--- config.mk ---
export PLATFORM = sky130hd
export DESIGN_NAME = ctl_diag_seq
export DESIGN_NICKNAME = d
export VERILOG_FILES = /design/src/rtl/ctl_diag_pkg.sv /design/src/rtl/ctl_diag_decode.sv /design/src/rtl/ctl_diag_seq.sv
export SDC_FILE = /design/constraint.sdc
export NUM_CORES = 1
export LEC_CHECK = 0
export ABC_CLOCK_PERIOD_IN_PS = 6650
export BUFFER_PORTS_ARGS = -buffer_cell sky130_fd_sc_hd__buf_2
export CORE_MARGIN = 8
export CORE_UTILIZATION = 50
export CTS_CLUSTER_DIAMETER = 200
export DETAILED_ROUTE_END_ITERATION = 12
export GPL_ROUTABILITY_DRIVEN = 0
export PLACE_DENSITY = 0.74
export SYNTH_ARGS = -nofsm -noshare
export SYNTH_HDL_FRONTEND = slang
export SYNTH_HIERARCHICAL = 1
export SYNTH_SLANG_ARGS = --single-unit
--- constraint.sdc ---
create_clock -name clk -period 6.65 [get_ports clk]
set_input_delay 0.665 -clock clk [delete_from_list [all_inputs] [get_ports clk]]
set_output_delay 0.665 -clock clk [all_outputs]
set_load 0.005 [all_outputs]
--- src/rtl/ctl_diag_pkg.sv ---
// ctl_diag_pkg: shared states, octal function-code constants and decode struct for the CTL diagnostic sequencer
package ctl_diag_pkg;

    typedef enum logic [2:0] {
        IDLE,
        WRITE,
        READ,
        DONE,
        WAIT_REL
    } state_t;

    // Group constants compare against the upper octal digits, code[6:3]
    localparam logic [3:0] FN_CTL_00 = 4'd0;
    localparam logic [3:0] FN_LD_04  = 4'd4;
    localparam logic [3:0] FN_LD_06  = 4'd6;
    localparam logic [3:0] FN_LD_07  = 4'd7;
    localparam logic [3:0] FN_RD_11  = 4'd9;
    localparam logic [3:0] FN_RD_12  = 4'd10;
    localparam logic [3:0] FN_RD_13  = 4'd11;
    localparam logic [3:0] FN_RD_14  = 4'd12;

    // Specific codes compare against the full 7-bit code
    localparam logic [6:0] FN_EBUS_070 = 7'o070;
    localparam logic [6:0] FN_LD_072   = 7'o072;
    localparam logic [6:0] FN_LD_073   = 7'o073;
    localparam logic [6:0] FN_LD_074   = 7'o074;
    localparam logic [6:0] FN_SYNC_075 = 7'o075;
    localparam logic [6:0] FN_LD_076   = 7'o076;
    localparam logic [6:0] FN_AR_077   = 7'o077;

    typedef struct packed {
        logic ctl00;
        logic ld04;
        logic ld06;
        logic ld07;
        logic ebus070;
        logic f072;
        logic f073;
        logic f074;
        logic s075;
        logic f076;
        logic ar077;
        logic rd11;
        logic rd12;
        logic rd13;
        logic rd14;
    } dec_t;

endpackage

--- src/rtl/ctl_diag_decode.sv ---
// ctl_diag_decode: maps a 7-bit diagnostic function code to its strobe groups and a decoded flag
module ctl_diag_decode
    import ctl_diag_pkg::*;
(
    input  logic [6:0] func,
    output dec_t       dec,
    output logic       valid
);

    // Pure decode; every select is one-hot within its group and a code is valid if any select fires
    always_comb begin
        dec         = '0;
        dec.ctl00   = func[6:3] == FN_CTL_00;
        dec.ld04    = func[6:3] == FN_LD_04;
        dec.ld06    = func[6:3] == FN_LD_06;
        dec.ld07    = func[6:3] == FN_LD_07;
        dec.ebus070 = func == FN_EBUS_070;
        dec.f072    = func == FN_LD_072;
        dec.f073    = func == FN_LD_073;
        dec.f074    = func == FN_LD_074;
        dec.s075    = func == FN_SYNC_075;
        dec.f076    = func == FN_LD_076;
        dec.ar077   = func == FN_AR_077;
        dec.rd11    = func[6:3] == FN_RD_11;
        dec.rd12    = func[6:3] == FN_RD_12;
        dec.rd13    = func[6:3] == FN_RD_13;
        dec.rd14    = func[6:3] == FN_RD_14;
        valid       = |dec;
    end

endmodule

--- src/rtl/ctl_diag_seq.sv ---
// ctl_diag_seq: turns the front-end strobe/function handshake into timed, registered CTL diagnostic controls
module ctl_diag_seq
    import ctl_diag_pkg::*;
#(
    parameter int READ_HOLD      = 4,
    parameter int EDP_CLK_CYCLES = 1
) (
    input  logic       clk,
    input  logic       CROBAR,
    input  logic [6:0] DIAG_FUNC,
    input  logic       DIAG_STROBE_IN,
    output logic       DIAG_CTL_FUNC_00x,
    output logic       DIAG_LD_FUNC_04x,
    output logic       DIAG_LOAD_FUNC_06x,
    output logic       DIAG_LOAD_FUNC_07x,
    output logic       DIAG_LOAD_FUNC_072,
    output logic       DIAG_LD_FUNC_073,
    output logic       DIAG_LD_FUNC_074,
    output logic       DIAG_SYNC_FUNC_075,
    output logic       DIAG_LD_FUNC_076,
    output logic       DIAG_READ_FUNC_11x,
    output logic       DIAG_READ_FUNC_12x,
    output logic       DIAG_READ_FUNC_13x,
    output logic       DIAG_READ_FUNC_14x,
    output logic       DIAG_CLK_EDP,
    output logic       DIAG_AR_LOAD,
    output logic       DIAG_LD_EBUS_REG,
    output logic       DIAG_STROBE,
    output logic       DIAG_READ,
    output logic       EBUS_T_TO_E_EN,
    output logic       EBUS_E_TO_T_EN,
    output logic       EBUS_XFER,
    output logic       DIAG_BUSY,
    output logic       DIAG_DONE,
    output logic       DIAG_BAD_FUNC,
    output logic       DIAG_OVERRUN
);

    state_t     state_q, state_d;
    logic [6:0] func_q, func_d;
    logic [3:0] cnt_q, cnt_d;
    dec_t       sel_q, sel_d;
    logic       hist_q, hist_d;
    logic       edp_q, edp_d;
    logic       stb_q, stb_d;
    logic       rd_q, rd_d;
    logic       t2e_q, t2e_d;
    logic       e2t_q, e2t_d;
    logic       xfer_q, xfer_d;
    logic       busy_q, busy_d;
    logic       done_q, done_d;
    logic       bad_q, bad_d;
    logic       ovr_q, ovr_d;
    logic [6:0] code;
    dec_t       dec;
    logic       valid;
    logic       rise;

    // Idle decodes the live code so the first strobe cycle can be registered at the accepting edge
    assign code = (state_q == IDLE) ? DIAG_FUNC : func_q;
    assign rise = DIAG_STROBE_IN & ~hist_q;

    ctl_diag_decode u_decode (
        .func  (code),
        .dec   (dec),
        .valid (valid)
    );

    // Next-state and next-output computation; outputs are the values for the state being entered
    always_comb begin
        state_d = state_q;
        func_d  = func_q;
        cnt_d   = cnt_q;
        sel_d   = '0;
        hist_d  = DIAG_STROBE_IN;
        edp_d   = 1'b0;
        stb_d   = 1'b0;
        rd_d    = 1'b0;
        t2e_d   = 1'b0;
        e2t_d   = 1'b0;
        xfer_d  = 1'b0;
        done_d  = 1'b0;
        busy_d  = busy_q;
        bad_d   = bad_q;
        ovr_d   = ovr_q | (rise && state_q != IDLE);
        case (state_q)
            IDLE: begin
                if (rise) begin
                    func_d = DIAG_FUNC;
                    busy_d = 1'b1;
                    bad_d  = ~valid;
                    sel_d  = dec;
                    if (DIAG_FUNC[6]) begin
                        state_d = READ;
                        cnt_d   = 4'(READ_HOLD - 1);
                        rd_d    = 1'b1;
                        t2e_d   = 1'b1;
                        xfer_d  = valid && READ_HOLD == 1;
                    end else begin
                        state_d = WRITE;
                        cnt_d   = dec.ld06 ? 4'(EDP_CLK_CYCLES - 1) : 4'd0;
                        edp_d   = dec.ld06;
                        stb_d   = valid;
                        e2t_d   = valid;
                    end
                end
            end
            WRITE: begin
                if (cnt_q == 4'd0) begin
                    state_d = DONE;
                    done_d  = 1'b1;
                end else begin
                    cnt_d = cnt_q - 4'd1;
                    edp_d = 1'b1;
                    e2t_d = 1'b1;
                end
            end
            READ: begin
                if (cnt_q == 4'd0) begin
                    state_d = DONE;
                    done_d  = 1'b1;
                end else begin
                    cnt_d  = cnt_q - 4'd1;
                    sel_d  = dec;
                    rd_d   = 1'b1;
                    t2e_d  = 1'b1;
                    xfer_d = valid && cnt_q == 4'd1;
                end
            end
            default: begin
                state_d = DIAG_STROBE_IN ? WAIT_REL : IDLE;
                busy_d  = DIAG_STROBE_IN;
            end
        endcase
    end

    // State and output registers; reset aborts any operation and arms the strobe history high
    always_ff @(posedge clk) begin
        if (CROBAR) begin
            state_q <= IDLE;
            func_q  <= '0;
            cnt_q   <= '0;
            sel_q   <= '0;
            hist_q  <= 1'b1;
            edp_q   <= 1'b0;
            stb_q   <= 1'b0;
            rd_q    <= 1'b0;
            t2e_q   <= 1'b0;
            e2t_q   <= 1'b0;
            xfer_q  <= 1'b0;
            busy_q  <= 1'b0;
            done_q  <= 1'b0;
            bad_q   <= 1'b0;
            ovr_q   <= 1'b0;
        end else begin
            state_q <= state_d;
            func_q  <= func_d;
            cnt_q   <= cnt_d;
            sel_q   <= sel_d;
            hist_q  <= hist_d;
            edp_q   <= edp_d;
            stb_q   <= stb_d;
            rd_q    <= rd_d;
            t2e_q   <= t2e_d;
            e2t_q   <= e2t_d;
            xfer_q  <= xfer_d;
            busy_q  <= busy_d;
            done_q  <= done_d;
            bad_q   <= bad_d;
            ovr_q   <= ovr_d;
        end
    end

    assign DIAG_CTL_FUNC_00x  = sel_q.ctl00;
    assign DIAG_LD_FUNC_04x   = sel_q.ld04;
    assign DIAG_LOAD_FUNC_06x = sel_q.ld06;
    assign DIAG_LOAD_FUNC_07x = sel_q.ld07;
    assign DIAG_LD_EBUS_REG   = sel_q.ebus070;
    assign DIAG_LOAD_FUNC_072 = sel_q.f072;
    assign DIAG_LD_FUNC_073   = sel_q.f073;
    assign DIAG_LD_FUNC_074   = sel_q.f074;
    assign DIAG_SYNC_FUNC_075 = sel_q.s075;
    assign DIAG_LD_FUNC_076   = sel_q.f076;
    assign DIAG_AR_LOAD       = sel_q.ar077;
    assign DIAG_READ_FUNC_11x = sel_q.rd11;
    assign DIAG_READ_FUNC_12x = sel_q.rd12;
    assign DIAG_READ_FUNC_13x = sel_q.rd13;
    assign DIAG_READ_FUNC_14x = sel_q.rd14;
    assign DIAG_CLK_EDP       = edp_q;
    assign DIAG_STROBE        = stb_q;
    assign DIAG_READ          = rd_q;
    assign EBUS_T_TO_E_EN     = t2e_q;
    assign EBUS_E_TO_T_EN     = e2t_q;
    assign EBUS_XFER          = xfer_q;
    assign DIAG_BUSY          = busy_q;
    assign DIAG_DONE          = done_q;
    assign DIAG_BAD_FUNC      = bad_q;
    assign DIAG_OVERRUN       = ovr_q;

endmodule

Yosys cells after proc, flatten, opt, wreduce, memory -nomap -nowiden

Cells that the tools add are included.

Flip-flop bits (word level): 39
Input port bits: 10
Output and inout bits: 25

Reductions and logical operators: 16
Mux-type cells: 26
Bitwise operators: 7
$add $sub $neg: 1
Eq/ne operators: 20

Operator list:

| cell                                                                   | count |
|---|---|
| 7-bit by 6-bit equality test with 1-bit output (second input constant) | 7 |
| 15-bit 2-to-1 mux                                                      | 2 |
| 15-bit one-hot mux with 2 select lines                                 | 1 |
| 4-bit equality test (second input constant)                            | 4 |
| 15-bit OR reduction                                                    | 1 |
| 4-bit by 3-bit equality test with 1-bit output (second input constant) | 3 |
| 1-bit 2-to-1 mux                                                       | 9 |
| 3-bit 2-to-1 mux                                                       | 3 |
| 4-bit zero test                                                        | 2 |
| 4-bit 2-to-1 mux                                                       | 2 |
| 1-bit one-hot mux with 2 select lines                                  | 4 |
| 4-bit one-hot mux with 2 select lines                                  | 1 |
| 7-bit 2-to-1 mux                                                       | 1 |
| 3-bit one-hot mux with 2 select lines                                  | 1 |
| 2-bit AND reduction                                                    | 3 |
| 2-bit OR reduction                                                     | 3 |
| 1-bit NOT                                                              | 5 |
| 4-bit by 1-bit equality test with 1-bit output (second input constant) | 1 |
| 2-bit 2-to-1 mux                                                       | 2 |
| 2-bit inequality test (second input constant)                          | 2 |
| 4-bit by 1-bit subtractor with 4-bit output (second input constant)    | 1 |
| 3-bit by 1-bit equality test with 1-bit output (second input constant) | 1 |
| 3-bit by 2-bit equality test with 1-bit output (second input constant) | 1 |
| 3-bit zero test                                                        | 1 |
| other kinds (8)                                                        | 9 |

Depth between registers and ports, before layout

Gate-level depths: netlist of the first run.

Depth in word-level cells: 7
Mapped depth: 8
Mapped depth without buffers: 6

Hierarchy

The synthesis of the first run kept the hierarchy.

By module, submodules not included:

| module          | area an instance (µm²) | times used | seq. area each (µm²) | cells an instance |
|---|---|---|---|---|
| ctl_diag_seq    | 1572.8                 | 1          | 780.7                | 162 |
| ctl_diag_decode | 168.9                  | 1          | 0.0                  | 28 |

Worst setup path after synthesis of the first run

Ideal clock, no wire load.

Kind: register -> register
From: register state_q[0]
To: register stb_q, in the netlist DIAG_STROBE
Clock period less this slack: 2.081 ns
Setup slack: 4.569 ns
Setup time: 0.116 ns
Data arrival time: 1.966 ns
Stages on the path, launching flop included: 7
Path buffers: 1
Cells stage by stage: dfxtp_1 buf_6 nor3_4 mux2_2 nand2b_1 a221o_1 and3b_1

Word-level cells in the longest chain between the ends: 6
Elaborated cells between the ends (all ways): 22
Classes of those cells: eq/ne: 14; mux: 3; bitwise: 1; reduce/logical: 4

Ends and longest elaborated chain:

| what                                                                   | RTL line              | RTL |
|---|---|---|
| start, declared                                                        | ctl_diag_seq.sv:39    | `state_t state_q, state_d;` |
| start signal, assigned                                                 | ctl_diag_seq.sv:156   | `state_q <= state_d;` |
| 3-bit zero test (*)                                                    | ctl_diag_seq.sv:60    | `assign code = (state_q == IDLE) ? DIAG_FUNC : func_q;` |
| 7-bit 2-to-1 mux (*)                                                   | ctl_diag_seq.sv:60    |  |
| net code[5]                                                            | ctl_diag_seq.sv:54    | `logic [6:0] code;` |
| 7-bit by 6-bit equality test with 1-bit output (tied with other cells) | ctl_diag_decode.sv:23 | `dec.ar077 = func == FN_AR_077;` |
| 15-bit OR reduction (*)                                                | ctl_diag_decode.sv:28 | `valid = \|dec;` |
| net valid                                                              | ctl_diag_seq.sv:56    | `logic valid;` |
| 1-bit 2-to-1 mux (*)                                                   | ctl_diag_seq.sv:93    | `if (DIAG_FUNC[6]) begin` |
| 1-bit 2-to-1 mux (*)                                                   | ctl_diag_seq.sv:88    | `if (rise) begin` |
| end signal, assigned                                                   | ctl_diag_seq.sv:162   | `stb_q <= stb_d;` |
| end, declared                                                          | ctl_diag_seq.sv:45    | `logic stb_q, stb_d;` |

Mark *: on every way through the listed nets, which the timed path passes. The rest lies on a longest branch.
A chain may end at the register's enable or synchronous reset.

Final worst setup path of the first run

From: register state_q[2]
To: register stb_q, in the netlist DIAG_STROBE

Same word-level chain as after synthesis.

==> results.ini, run 1 <==
[floorplan]
core-area_sq_um=3337
ios=35
floorplan_die_height_microns=75.02
start_util_pct=52.19
dieWidth_microns=75.02
rows=21
die-area_sq_um=5628

[setup_path]
timing.critical_path.arrival_ps=2540
critPathTopFamily=simple AND/OR/NAND/NOR gates
max_stage_delay_ps=530
critical-path-slowest-cell=sky130_fd_sc_hd__nor3_4
timing.critical_path.fanout_max=15
required_ps=6880
path_class=reg -> reg
end_kind=register
setup.worst_path.start_class=register
crit_path_cell_trace=nor3_4 > mux2_2 > nand2b_1 > a221o_1 > and3b_1
critical_path.n_buffers_inverters=0

[clock_network]
cts_max_path_buffers=2
post_cts.resized_instances=0
holdBufCountCts=0
cts_tree=yes
total_cts_buffers=5
post_cts_buffers=0
insertion_delay_ps=340
clock-sinks=39
clk_transition_reported_paths_ps=120
ctsRootBufferMaster=sky130_fd_sc_hd__clkbuf_4
cts_max_level=2

[layout]
layout-area-overhead-vs-synth_pct=14.30
largest_register_ffs=7
layout-drive-gt1-share_pct=27.93
finalNetCount=234
regMostFlops=func_q
final.fill_count=313
fin_util_pct=59.66
multiInputGateArea_sq_um=873.3
biggestRegsByFlops=func_q x7, cnt_q x4, state_q x3
ff_latch_area_sq_um=780.7
most-common-layout-cells=39 x sky130_fd_sc_hd__dfxtp_1, 34 x sky130_fd_sc_hd__buf_2, 18 x sky130_fd_sc_hd__nand2_1, 17 x sky130_fd_sc_hd__and2_1, 16 x sky130_fd_sc_hd__a21oi_1
n_antenna_cell=0
layout_commonest_cell=sky130_fd_sc_hd__dfxtp_1

[grt]
maximum_number_of_pins_on_one_net_before_global_route_repair=24
grt_usage_pct=11.84
grt.overflow.total=0
antenna_found_initial=0
number_of_global_route_vias_before_repair=1210
grt_first_pass_wirelength_microns=5126

[yosys]
post_synth.cell_area_avg_sq_um=9.167
ys.warnings.count=6
yosysTopAreaCell=sky130_fd_sc_hd__dfxtp_1
synth.area.top_cells=sky130_fd_sc_hd__dfxtp_1 45%, sky130_fd_sc_hd__and2_1 6.1%, sky130_fd_sc_hd__a21oi_1 4.6%
yosysSeqAreaShare_pct=44.83
synth_flop_cell=sky130_fd_sc_hd__dfxtp_1
synth_area_sq_um=1742
netlist.area_leader.share_pct=44.83
ys_seq_elements=39
syn_inst=190
synth_enable_flop_cells=0
synth.lib_cells_used.distinct=44
synth_nets=203
async_reset_ff_share_pct=0

[sta]
timing_hold_violations_final=0
finalCritPeriodShare_pct=34.76
timing.max_slew.rel_slack_pct=65.69
period_minus_slack_ps=2312
finClkSkew_ps=13.56
drv_slew=0
timing.fmax_mhz=432.6
setup_tns_ps=0
final-setup-viol-count=0
setup_repair_after_global_routing_missed_its_margin=false
transition_time_at_the_pin_with_the_least_slew_margin_ps=513.0

[worst_hold_path]
hold_path_class=reg -> reg

[detailed_routing]
route.vias.total=1358
drt-pass1-iter-count=5
finalWirelength_microns=3226
drtAntennaViolNets=0
vias_per_inst=5.067
dr.first_iter.drc_count=74
drc=0
drt-wirelength-per-cell_microns=12.04

[placed_design]
dp.final_hpwl_microns=2386
port-buffer-count=34

[power_and_ir_drop]
static_power_due_to_leakage_uw=0.0008482
finalPower_uw=469.9
irDropWorstVdd_uv=114.9
power_density_cells_nw_per_um2=236.0

[run]
maxCapViolCount=0

[run_status]
status=completed

## layout make-up
type                       instances  share of cell area (%)
tap                               46                   2.891
clock inverter                     2                   1.760
inverter                           6                   1.131
timing repair buffer              34                   8.548
clock buffer                       6                   2.577
sequential                        39                   39.22
multi-input combinational        135                   43.87
## power by group
part,switching [uW],internal [uW]
Sequential,4.82,239
Clock,73.6,88.9
Combinational,36.5,26.7
## cells in the mapped netlist (all sizes together) (3+ instances only)
cell type and instances:
nand2 19, inv 6, nand2b 5, nor4 6, nor3 11, ha 3, buf 6, or3 4
mux2 7, a21oi 17, clkbuf 4, or2 4, and2 17, dfxtp 39, nor2b 3, o21ai 7
nor2 11
## cells by family (layout without fill, tap and decap cells)
family / after synthesis / after routing / share of synthesized area, %
mux: 7 / 7 / 4.526
flops: 39 / 39 / 44.83
buf+inv: 16 / 48 / 5.028
fa+ha+maj: 3 / 3 / 2.155
xor+xnor: 2 / 2 / 1.437
simple gates: 91 / 91 / 30.10
compound gates: 32 / 32 / 11.93
## worst register-to-register path, stage by stage (launching register included)
cell and delay [ps]:
sky130_fd_sc_hd__dfxtp_1 460, sky130_fd_sc_hd__nor3_4 530, sky130_fd_sc_hd__mux2_2 460, sky130_fd_sc_hd__nand2b_1 180, sky130_fd_sc_hd__a221o_1 380, sky130_fd_sc_hd__and3b_1 200
## metrics by stage
step,area [sq um],std cells,worst slack [ps],hold slack [ps]
final,1991,268,4338,461.7
after global routing,1991,268,4204,481.8
after CTS,1991,268,4332,462.4
after detailed placement,1904,260,4359,445.2
after global placement,1904,260,4410,441.2
after floorplan,1742,190,4569,420.5
## path summary, 6_finish.rpt
| check | start | endpoint | slack, ps | depth (start not counted) |
|---|---|---|---|---|
| setup / recovery | state_q[2] | DIAG_STROBE | 4340 | 5 |
| hold / removal | func_q[3] | func_q[3] | 460 | 2 |
| setup reg to reg | state_q[2] | DIAG_STROBE | 4340 | 5 |
| hold reg to reg | func_q[3] | func_q[3] | 460 | 2 |
## layer usage
layer / track usage (%) / vias to the layer above / share of wire (%)
li1: - / 719 / -
met1: 13.84 / 613 / 47
met2: 19.00 / 24 / 47
met3: 3.728 / 2 / 5.3
met4: 5.870 / 0 / 0.65
met5: 0 / - / 0
(Power assumes the default switching activity.)
==> run 2, diff against run 1 <==
ABC_CLOCK_PERIOD_IN_PS = 2300   (was 6650)
clock period = 2.3 ns   (was 6.65 ns; I/O delays follow)
==> results.ini, run 2 (synthesized netlist as in run 1, its figures left out) <==
[run_status]
status=completed

[power_and_ir_drop]
power_density_cells_nw_per_um2=619.8
irDropWorstVdd_uv=334.5
static_power_due_to_leakage_uw=0.0008433

[floorplan]
rows=21
ios=35
core-area_sq_um=3337
start_util_pct=52.19
floorplan_die_height_microns=75.02
die-area_sq_um=5628
dieWidth_microns=75.02

[setup_path]
path_class=reg -> reg
timing.critical_path.arrival_ps=2240
setup.worst_path.start_class=register
crit_start=state_q[1]
end_kind=register
required_ps=2540
critical_path.reg2reg.startpoint=state_q[1]
timing.critical_path.fanout_max=10
setup.reg_to_reg.worst_slack_ps=290

[clock_network]
cts_max_level=2
clk_transition_reported_paths_ps=110
insertion_delay_ps=340
ctsRootBufferMaster=sky130_fd_sc_hd__clkbuf_4
total_cts_buffers=5
post_cts.resized_instances=0
cts_tree=yes
cts_max_path_buffers=2
holdBufCountCts=0
post_cts_buffers=0
clock-sinks=39

[run]
maxCapViolCount=0

[layout]
most-common-layout-cells=39 x sky130_fd_sc_hd__dfxtp_1, 34 x sky130_fd_sc_hd__buf_2, 18 x sky130_fd_sc_hd__nand2_1, 17 x sky130_fd_sc_hd__and2_1, 16 x sky130_fd_sc_hd__a21oi_1
ff_latch_area_sq_um=780.7
multiInputGateArea_sq_um=873.3
layout.cell_area.non_filler_sq_um=1981
finalNetCount=237
layout-area-overhead-vs-synth_pct=13.72
regMostFlops=func_q
final_cells=271
layout-drive-gt1-share_pct=28.44
n_antenna_cell=0
biggestRegsByFlops=func_q x7, cnt_q x4, state_q x3
layout_commonest_cell=sky130_fd_sc_hd__dfxtp_1
largest_register_ffs=7
final.fill_count=315

[sta]
final-setup-viol-count=0
drv_slew=0
finalCritPeriodShare_pct=87.24
final.setup.worst_slack_ps=293.4
period_minus_slack_ps=2007
setup_tns_ps=0
timing.max_slew.rel_slack_pct=62.54
finClkSkew_ps=9.939
transition_time_at_the_pin_with_the_least_slew_margin_ps=556.7
timing_hold_violations_final=0
setup_repair_after_global_routing_missed_its_margin=false
timing.fmax_mhz=498.4
hold_ws_ps=120.0

[detailed_routing]
vias_per_inst=5.018
dr.first_iter.drc_count=53
route.vias.total=1360
drc=0
drt-pass1-iter-count=4
drt-wirelength-per-cell_microns=12.22
finalWirelength_microns=3311
drtAntennaViolNets=0

[grt]
number_of_global_route_vias_before_repair=1273
grt_first_pass_wirelength_microns=5437
grt_usage_pct=12.47
antenna_found_initial=0
grt.overflow.total=0
maximum_number_of_pins_on_one_net_before_global_route_repair=24

[worst_hold_path]
hold_path_class=in -> reg
hold_path.startpoint=DIAG_FUNC[0]

[placed_design]
dp.final_hpwl_microns=2471
port-buffer-count=34
detailedPlace.worstSlack_ps=321.0
place.detailed.instances=263
placement.cell_area_sq_um=1927

-- run 2: worst max-delay path: stages (launching register included) --
cell and delay (ps):
sky130_fd_sc_hd__dfxtp_1 440, sky130_fd_sc_hd__nor3_4 280, sky130_fd_sc_hd__mux2_2 440, sky130_fd_sc_hd__nand2b_1 180, sky130_fd_sc_hd__a221o_1 370, sky130_fd_sc_hd__and3b_1 190
-- run 2: per-stage QoR --
| stage | power [uW] | utilization, % |
|---|---|---|
| after global placement | 906.3 | 57.74 |
| after detailed placement | 908.6 | 57.74 |
| after CTS | 1245 | 59.36 |
| after floorplan | 867.8 | - |
| final | 1228 | 59.36 |
| after global routing | 1295 | 59.36 |
-- run 2: power by group --
part	total, uW	internal, uW	switching [uW]
clock network	335	118	217
registers	704	692	11.7
logic	189	80.2	109
total	1230	890	337
-- run 2: path summary, 6_finish.rpt --
kind                 end  cells after the start
max reg2reg  DIAG_STROBE                      5
max          DIAG_STROBE                      5
min            func_q[0]                      3
min reg2reg    func_q[0]                      2
-- run 2: routing by layer --
metal  global-route usage, %  part of all wire, %  vias up
met5                       0                    0        -
met4                   6.522                  1.8        0
met2                   20.15                   48       28
met1                   14.45                   44      603
met3                   3.728                  6.9        7
li1                        -                    -      722
-- run 2: area by class of cell --
| cell class | count | share of cell area, % |
|---|---|---|
| Tap cell | 46 | 2.906 |
| Sequential cell | 39 | 39.42 |
| Timing Repair Buffer | 37 | 9.728 |
| Inverter | 6 | 1.137 |
| Multi-Input combinational cell | 135 | 44.09 |
| Clock inverter | 2 | 0.6317 |
| Clock buffer | 6 | 2.085 |
==> run 3, diff against run 2 <==
ABC_AREA = 1   (was unset)
PLACE_DENSITY = 0.73   (was 0.74)
==> results.ini, run 3 <==
[run_status]
status=completed

[layout]
layout_commonest_cell=sky130_fd_sc_hd__nand2_1
ff_latch_area_sq_um=780.7
largest_register_ffs=7
final.fill_count=352
n_antenna_cell=0
finalNetCount=292
multiInputGateArea_sq_um=894.6
final_cells=328
biggestRegsByFlops=func_q x7, cnt_q x4, state_q x3
most-common-layout-cells=47 x sky130_fd_sc_hd__nand2_1, 39 x sky130_fd_sc_hd__dfxtp_1, 34 x sky130_fd_sc_hd__buf_2, 31 x sky130_fd_sc_hd__inv_1, 28 x sky130_fd_sc_hd__nor2_1
layout-drive-gt1-share_pct=30.36
layout-area-overhead-vs-synth_pct=15.90
regMostFlops=func_q

[detailed_routing]
drt-wirelength-per-cell_microns=11.15
drt-pass1-iter-count=5
finalWirelength_microns=3657
route.vias.total=1546
dr.first_iter.drc_count=74
drc=0
drtAntennaViolNets=0
vias_per_inst=4.713

[clock_network]
clk_transition_reported_paths_ps=70
ctsRootBufferMaster=sky130_fd_sc_hd__clkbuf_8
holdBufCountCts=0
cts_max_path_buffers=2
cts_tree=yes
clock-sinks=39
cts_max_level=2
total_cts_buffers=5
insertion_delay_ps=290

[sta]
setup_tns_ps=0
transition_time_at_the_pin_with_the_least_slew_margin_ps=430.0
finClkSkew_ps=6.637
timing_hold_violations_final=0
setup_repair_after_global_routing_missed_its_margin=false
timing.max_slew.rel_slack_pct=71.03
final-setup-viol-count=0
finalCritPeriodShare_pct=88.46
timing.fmax_mhz=491.5
final.setup.worst_slack_ps=265.4
hold_ws_ps=177.8
drv_slew=0
period_minus_slack_ps=2035

[power_and_ir_drop]
share_comb_of_total_power_pct=42.9
share_clk_of_total_power_pct=21.8
irDropWorstVdd_uv=628.4
power_frac_seq_pct=35.3
power_report.internal_total_uw=1317
static_power_due_to_leakage_uw=0.001086
power_density_cells_nw_per_um2=1062
power.share.switching_pct=42.14
switch_pwr_uw=959.1

[yosys]
synth_area_sq_um=1849
synth.lib_cells_used.distinct=22
async_reset_ff_share_pct=0
synth_enable_flop_cells=0
yosysSeqAreaShare_pct=42.22
syn_inst=245
netlist.area_leader.share_pct=42.22
yosysTopAreaCell=sky130_fd_sc_hd__dfxtp_1
synth_nets=258
netlist_top_cells_count=47 x sky130_fd_sc_hd__nand2_1, 39 x sky130_fd_sc_hd__dfxtp_1, 32 x sky130_fd_sc_hd__inv_1
synth_flop_cell=sky130_fd_sc_hd__dfxtp_1
post-synth-top-count-cell=sky130_fd_sc_hd__nand2_1
ys_seq_elements=39
synth.area.top_cells=sky130_fd_sc_hd__dfxtp_1 42%, sky130_fd_sc_hd__nand2_1 9.5%, sky130_fd_sc_hd__inv_1 6.5%
post_synth.cell_area_avg_sq_um=7.548
ys.warnings.count=6

[floorplan]
dieWidth_microns=76.82
start_util_pct=51.28
die-area_sq_um=5901
rows=22
ios=35
floorplan_die_height_microns=76.82
core-area_sq_um=3606

[run]
maxCapViolCount=0

[grt]
grt.overflow.total=0
maximum_number_of_pins_on_one_net_before_global_route_repair=26
grt_first_pass_wirelength_microns=6334
grt_usage_pct=12.94
antenna_found_initial=0
number_of_global_route_vias_before_repair=1516

[placed_design]
place.detailed.instances=320
port-buffer-count=34
dp.final_hpwl_microns=2801
detailedPlace.worstSlack_ps=73.41

[setup_path]
setup.worst_path.start_class=register
path_class=reg -> reg
critical_path.reg2reg.startpoint=state_q[0]
end_kind=register
timing.critical_path.fanout_max=12
crit_start=state_q[0]
required_ps=2520
timing.critical_path.arrival_ps=2250

[worst_hold_path]
hold_path_class=in -> reg
hold_path.startpoint=DIAG_STROBE_IN

[run 3: cell types whose count changed in the layout (fill, tap and decap cells not counted), moves of 6 or more]
cell / before / now
sky130_fd_sc_hd__mux2_2: 7 / 0
sky130_fd_sc_hd__nor4_1: 6 / 0
sky130_fd_sc_hd__nand2_4: 1 / 9
sky130_fd_sc_hd__inv_1: 6 / 31
sky130_fd_sc_hd__nand3_1: 1 / 8
sky130_fd_sc_hd__and2_1: 17 / 0
sky130_fd_sc_hd__nor2_1: 11 / 28
sky130_fd_sc_hd__nor2_2: 0 / 18
sky130_fd_sc_hd__nor3_1: 10 / 4
sky130_fd_sc_hd__nand2_1: 18 / 47
sky130_fd_sc_hd__nand2_2: 0 / 8
sky130_fd_sc_hd__o21ai_0: 6 / 16
sky130_fd_sc_hd__clkbuf_8: 0 / 7
[run 3: what timing repair did]
action,in CTS,in global routing
resized for setup,0,7
hold endpoints to repair,0,0
buffers inserted,0,0
endpoints found under the setup margin,0,9
[run 3: layout make-up]
type	instances	area share (%)
clock buffer	8	4.670
tap	48	2.802
inverter	33	6.071
sequential	39	36.43
multi-input combinational	165	41.74
timing repair buffer	35	8.290
[run 3: routing by layer]
layer  track usage [%]  vias to the layer above  part of all wire, %
met5                 0                        -                    0
met4             5.962                        0                  1.5
met3             6.061                        7                  6.5
met2             22.51                       30                   49
met1             12.72                      691                   43
li1                  -                      818                    -
[run 3: through the flow]
step | util, % | cell area, sq um | total power (uW)
finish | 59.44 | 2143 | 2276
global route | 59.44 | 2143 | 2461
CTS | 59.02 | 2128 | 2259
detailed placement | 56.25 | 2028 | 1763
global placement | 56.25 | 2028 | 1738
floorplan | - | 1849 | 1597
[run 3: worst paths after layout]
path	end	slack [ps]	depth (start not counted)
hold / removal	hist_q	180	3
setup / recovery	EBUS_E_TO_T_EN	270	12
setup reg to reg	EBUS_E_TO_T_EN	270	12
hold reg to reg	func_q[2]	460	2
[run 3: critical path, cell delays in order, from the launching register on]
cell and delay, ps:
sky130_fd_sc_hd__dfxtp_1 380, sky130_fd_sc_hd__inv_1 120, sky130_fd_sc_hd__nand2_4 150, sky130_fd_sc_hd__clkinvlp_4 220, sky130_fd_sc_hd__o21ai_2 280, sky130_fd_sc_hd__nand2_2 140
sky130_fd_sc_hd__nor2_8 180, sky130_fd_sc_hd__nor2_1 60, sky130_fd_sc_hd__nand2_1 100, sky130_fd_sc_hd__nand2_1 70, sky130_fd_sc_hd__inv_1 70, sky130_fd_sc_hd__nand2_1 60
sky130_fd_sc_hd__a21oi_1 110
[run 3: logic make-up after synthesis]
group / Yosys count / share of synthesized area [%]
fa+ha+maj: 3 / 2.030
flops: 39 / 42.22
simple gates: 127 / 36.20
compound gates: 35 / 9.540
buf+inv: 41 / 10.01
[run 3: power by group through the flow]
stage          logic (uW)  clock network [uW]  registers [uW]
3_3_place_gp          923                   0             815
2_1_floorplan         783                   0             814
5_1_grt              1100                 545             811
4_1_cts               951                 504             803
3_5_place_dp          945                   0             818
6_report              976                 495             804
